$ cat src/rtl/regfile_write_arbiter_pkg.sv
// Shared defaults and types for the register-file write arbiter and its scoreboard.
package regfile_write_arbiter_pkg;

    localparam int DATA_W_DEF = 32;
    localparam int ADDR_W_DEF = 5;
    localparam int REG_ZERO   = 0;

    // Which writeback port wins the next conflict.
    typedef enum logic {
        PRI0 = 1'b0,
        PRI1 = 1'b1
    } pri_e;

endpackage

$ cat src/rtl/regfile_scoreboard.sv
// Busy-bit scoreboard: one bit per architectural register, set on issue, cleared on writeback.
module regfile_scoreboard
    import regfile_write_arbiter_pkg::*;
#(
    parameter int ADDR_W = ADDR_W_DEF
) (
    input  logic                 clk,
    input  logic                 rst,
    input  logic                 set_en,
    input  logic [ADDR_W-1:0]    set_idx,
    input  logic                 clr_en,
    input  logic [ADDR_W-1:0]    clr_idx,
    input  logic [ADDR_W-1:0]    rs1,
    input  logic [ADDR_W-1:0]    rs2,
    input  logic                 src1_used,
    input  logic                 src2_used,
    output logic                 stall,
    output logic [2**ADDR_W-1:0] busy
);

    localparam logic [ADDR_W-1:0] ZERO = ADDR_W'(REG_ZERO);

    logic [2**ADDR_W-1:0] busy_next;
    logic                 hit1;
    logic                 hit2;

    // Set is applied after clear: a newly issued producer supersedes the retiring one.
    always_comb begin
        busy_next = busy;
        if (clr_en)
            busy_next[clr_idx] = 1'b0;
        if (set_en && set_idx != ZERO)
            busy_next[set_idx] = 1'b1;
        busy_next[0] = 1'b0;
    end

    always_ff @(posedge clk) begin
        if (rst)
            busy <= '0;
        else
            busy <= busy_next;
    end

    assign hit1  = src1_used && rs1 != ZERO && busy[rs1];
    assign hit2  = src2_used && rs2 != ZERO && busy[rs2];
    assign stall = !rst && (hit1 || hit2);

endmodule

$ cat src/rtl/regfile_write_arbiter.sv
// Round-robin arbitration of ALU/load writebacks onto the single register-file write port.
module regfile_write_arbiter
    import regfile_write_arbiter_pkg::*;
#(
    parameter int DATA_W = DATA_W_DEF,
    parameter int ADDR_W = ADDR_W_DEF
) (
    input  logic                 clk_i,
    input  logic                 rst_i,
    input  logic                 wb0_valid_i,
    input  logic [ADDR_W-1:0]    wb0_rd_i,
    input  logic [DATA_W-1:0]    wb0_data_i,
    output logic                 wb0_ready_o,
    input  logic                 wb1_valid_i,
    input  logic [ADDR_W-1:0]    wb1_rd_i,
    input  logic [DATA_W-1:0]    wb1_data_i,
    output logic                 wb1_ready_o,
    input  logic                 issue_valid_i,
    input  logic [ADDR_W-1:0]    issue_rd_i,
    input  logic [ADDR_W-1:0]    rs1_i,
    input  logic [ADDR_W-1:0]    rs2_i,
    input  logic                 valid_src1_i,
    input  logic                 valid_src2_i,
    output logic                 stall_o,
    output logic                 rf_we_o,
    output logic [ADDR_W-1:0]    rf_waddr_o,
    output logic [DATA_W-1:0]    rf_wdata_o,
    output logic [2**ADDR_W-1:0] busy_o
);

    localparam logic [ADDR_W-1:0] ZERO = ADDR_W'(REG_ZERO);

    pri_e              ptr;
    logic              conflict;
    logic              accept;
    logic [ADDR_W-1:0] sel_rd;
    logic [DATA_W-1:0] sel_data;
    logic              we_q;

    assign conflict    = wb0_valid_i && wb1_valid_i;
    assign wb0_ready_o = !rst_i && wb0_valid_i && (!wb1_valid_i || ptr == PRI0);
    assign wb1_ready_o = !rst_i && wb1_valid_i && (!wb0_valid_i || ptr == PRI1);
    assign accept      = wb0_ready_o || wb1_ready_o;
    assign sel_rd      = wb1_ready_o ? wb1_rd_i   : wb0_rd_i;
    assign sel_data    = wb1_ready_o ? wb1_data_i : wb0_data_i;

    always_ff @(posedge clk_i) begin
        if (rst_i) begin
            ptr        <= PRI0;
            we_q       <= 1'b0;
            rf_waddr_o <= '0;
            rf_wdata_o <= '0;
        end else begin
            if (conflict)
                ptr <= (ptr == PRI0) ? PRI1 : PRI0;
            we_q <= accept && sel_rd != ZERO;
            if (accept && sel_rd != ZERO) begin
                rf_waddr_o <= sel_rd;
                rf_wdata_o <= sel_data;
            end
        end
    end

    // A write accepted just before reset asserts must not reach the register file.
    assign rf_we_o = we_q && !rst_i;

    regfile_scoreboard #(.ADDR_W(ADDR_W)) u_scoreboard (
        .clk       (clk_i),
        .rst       (rst_i),
        .set_en    (issue_valid_i),
        .set_idx   (issue_rd_i),
        .clr_en    (rf_we_o),
        .clr_idx   (rf_waddr_o),
        .rs1       (rs1_i),
        .rs2       (rs2_i),
        .src1_used (valid_src1_i),
        .src2_used (valid_src2_i),
        .stall     (stall_o),
        .busy      (busy_o)
    );

endmodule

$ cat config.mk
export PLATFORM = sky130hd
export DESIGN_NAME = regfile_write_arbiter
export DESIGN_NICKNAME = d
export VERILOG_FILES = /design/src/rtl/regfile_write_arbiter_pkg.sv /design/src/rtl/regfile_scoreboard.sv /design/src/rtl/regfile_write_arbiter.sv
export SDC_FILE = /design/constraint.sdc
export NUM_CORES = 1
export LEC_CHECK = 0
export BUFFER_PORTS_ARGS = -buffer_cell sky130_fd_sc_hd__buf_4
export CORE_ASPECT_RATIO = 1.1
export CORE_MARGIN = 2
export CORE_UTILIZATION = 51
export CTS_CLUSTER_SIZE = 8
export DETAILED_ROUTE_END_ITERATION = 6
export PLACE_DENSITY = 0.95
export SLEW_MARGIN = 20
export SYNTH_ARGS = -nofsm -noshare
export SYNTH_HDL_FRONTEND = slang
export SYNTH_SLANG_ARGS = --single-unit
$ cat constraint.sdc
create_clock -name clk_i -period 3.25 [get_ports clk_i]
set_clock_uncertainty 0.2 [all_clocks]
set_input_delay 0.1625 -clock clk_i [delete_from_list [all_inputs] [get_ports clk_i]]
set_output_delay 0.1625 -clock clk_i [all_outputs]
set_load 0.01 [all_outputs]
==> metrics.cfg <==
[clocking]
numCtsBuffers=9
clockBufferDepth=2
clockRootBuffer=clkbuf_8
clkLatencyLatePin_ns=0.36
path_clk_slew_ns=0.08
htreeDepth=3
cts_sinks=70
cts_tree=done

[worst_setup_path]
startpoint=wb0_valid_i
slowest_delay_ns=0.60
critPathTopFamily=buffers and inverters
r2r_start=ptr
required_ns=3.35
reg2regPathDepth=7
path_depth=10
cp-start-kind=input pin
end_kind=register
path_buf_inv=5
r2r_slack_ns=0.33
path_class=in2reg
arrival_ns=3.12
cp_slowest_cell=dlygate4sd3_1
cp_common_cell=dlygate4sd3_1
critPathMaxFanout=67
cp_cell_sequence=dlygate4sd3_1 -> buf_4 -> inv_2 -> o211ai_4 -> mux2i_1 -> o31a_2 -> buf_12 -> nor2_1 -> a311oi_2 -> dlygate4sd3_1
worstReg2RegEnd=rf_wdata_o[8]

[global_routing]
grt_antenna_before_repair=0
grt_pass1_wl_mm=23.76
gr-usage-all-layers_pct=38.46
grt_pass1_vias=4601
grt_max_degree=68
grt_overflow_total=0

[logic_synthesis]
netlist_instances=433
syn_area_sq_mm=0.003770
yosysTopAreaCell=dfxtp_1
yosys.area.top_type_share_pct=37.17
yosysWarnings=0
ys_ff_latch=70
synth_area_leaders=dfxtp_1 (37%), a311oi_2 (12%), nand2_1 (10%)
ys_seq_area_share_pct=37.17
async_flop_share_pct=0
syn_nets=529
synth.avg_cell_area_sq_um=8.706
synth-main-ff-cell=dfxtp_1
synth_edf_count=0
synth.distinct_cells=41

[route]
ant_nets=0
via_count=4536
routedWlPerCell_microns=21.01
drt_first_iter_violations=434
drc=0
via_per_inst=6.130
drt_wl_total_mm=15.54
first_pass_iters=5

[job]
maxCapViolations=0

[sta]
fmax_ghz=0.3313
hold_slack_ns=0.01861
fin_crit_sh_pct=92.88
setup_violations=0
setup_tns_ns=0
slew_viol_final=0
hold_viol_final=0
tightest_slew_ns=1.096
layout_min_cycle_time_ns=3.019
maxSlewHeadroom_pct=26.77
rsz0062_at_grt=no

[floorplanning]
initial_utilization_pct=53.20
die_w_microns=85.98
core.rowCount=32
die_h_microns=94.18
die-area_sq_mm=0.008097
io_pins=169
core_sq_mm=0.007087

[power_and_ir_drop]
power.switching_uw=647.7
peakVddDrop_mv=0.2887
p_leak_uw=0.002565
p_seq_share_pct=40.4
clockPowerShare_pct=36.3
p_per_area_mw_per_mm2=393.3
sw_frac_of_total_pct=27.68
p_int_uw=1692
total_power_uw=2340
power_frac_comb_pct=23.4

[finish]
regArea_sq_mm=0.001401
drive_above_1_share_pct=37.10
nets=746
fillCellCount=366
final_util_pct=83.93
diodes=0
multiInputGateArea_sq_mm=0.002203
area_growth_pct=57.78

[worst_hold_path]
whs_path_depth=4
hold_end=rf_waddr_o[4]
hp-start=wb1_rd_i[4]
holdCritPathClass=in2reg

[placement]
place.gp.congestion=0.9351
io_buffers=167
hpwl_mm=8.653

[status]
status=finished clean

-- power by group through the flow --
stage	clock network (uW)	registers [uW]	logic, uW
2_1_floorplan	0	964	216
3_3_place_gp	0	955	415
3_5_place_dp	0	955	430
4_1_cts	843	936	511
5_1_grt	889	948	575
6_report	848	944	547
-- per-layer routing --
layer	wire (microns)	global-route usage, %	vias to the layer above
met5	0	0	-
met3	1650	9.490	73
met1	5432	44.91	2103
met4	741	20.90	0
li1	-	-	1989
met2	7719	64.34	371
-- sequential cells by signal (all words and copies together), names as in the netlist --
| signal | cells |
|---|---|
| ptr | 1 |
| rf_waddr_o | 5 |
| rf_wdata_o | 32 |
| u_scoreboard.busy | 31 |
| we_q | 1 |
-- repair_timing --
| action | CTS | global route |
|---|---|---|
| hold endpoints to repair | 51 | 0 |
| gates resized for setup | 0 | 0 |
| setup buffers | 0 | 0 |
| hold buffers | 70 | 0 |
-- cells in the mapped netlist (2+ instances only) --
library cell / instances
a211oi_1: 2
a21oi_1: 35
a22oi_1: 3
a311oi_1: 3
a311oi_2: 29
and3_1: 2
and3b_1: 3
buf_1: 2
buf_2: 5
buf_4: 2
buf_6: 3
clkbuf_1: 22
dfxtp_1: 70
inv_1: 2
mux2_2: 7
mux2i_1: 8
mux4_2: 14
nand2_1: 105
nand3_1: 2
nand3b_1: 8
nor2_1: 47
nor3b_1: 4
nor4b_1: 2
o21ai_0: 33
o31ai_1: 3
or3b_2: 2
-- tightest hold or removal path, cell delays in order --
cell	delay [ns]
buf_4	0.09
mux2_2	0.14
a22oi_1	0.06
nor2_1	0.08
-- cells in the final DEF, fill, tap and decap left out, types with 2 or more instances in the layout --
cell type	n
and3b_1	3
o21ai_0	33
a311oi_1	3
clkbuf_8	9
a21oi_1	35
a311oi_2	29
nor2_1	47
nand2_1	105
a211oi_1	2
or3b_2	2
nand3_1	2
bufinv_16	3
mux4_2	14
a22oi_1	3
inv_1	2
nor3b_1	4
mux2_2	7
clkinv_2	3
dlygate4sd3_1	70
nand3b_1	8
nor4b_1	2
dfxtp_1	70
buf_4	169
o31ai_1	3
mux2i_1	8
and3_1	2
-- cell type report --
type | count | area share [%]
clock buffers | 9 | 2.082
repair buffers | 240 | 33.45
inverters | 3 | 0.1893
clock inverters | 7 | 1.893
multi-input cells | 326 | 37.04
flip-flops and latches | 70 | 23.56
well taps | 85 | 1.788
-- stage by stage --
step,cells,setup slack (ns),area [sq um]
after floorplan,433,1.225,3770
after global placement,654,0.8040,5011
after detailed placement,654,0.7181,5011
after CTS,740,0.3507,5948
after global routing,740,0.1589,5948
final,740,0.2313,5948
-- worst max-delay path by stage --
| stage | end |
|---|---|
| 2_1_floorplan | rf_wdata_o[10] |
| 3_3_place_gp | rf_waddr_o[0] |
| 3_5_place_dp | rf_wdata_o[8] |
| 4_1_cts | rf_wdata_o[8] |
| 5_1_grt | rf_wdata_o[8] |
| 6_report | rf_wdata_o[8] |
-- cell families after synthesis --
kind of cell	count (synthesis)	synth area share, %
simple gates	181	20.74
mux	30	12.98
flops	70	37.17
compound gates	113	24.13
xor+xnor	1	0.2324
other cells	1	0.09947
buf+inv	37	4.646
(Power assumes the default switching activity.)
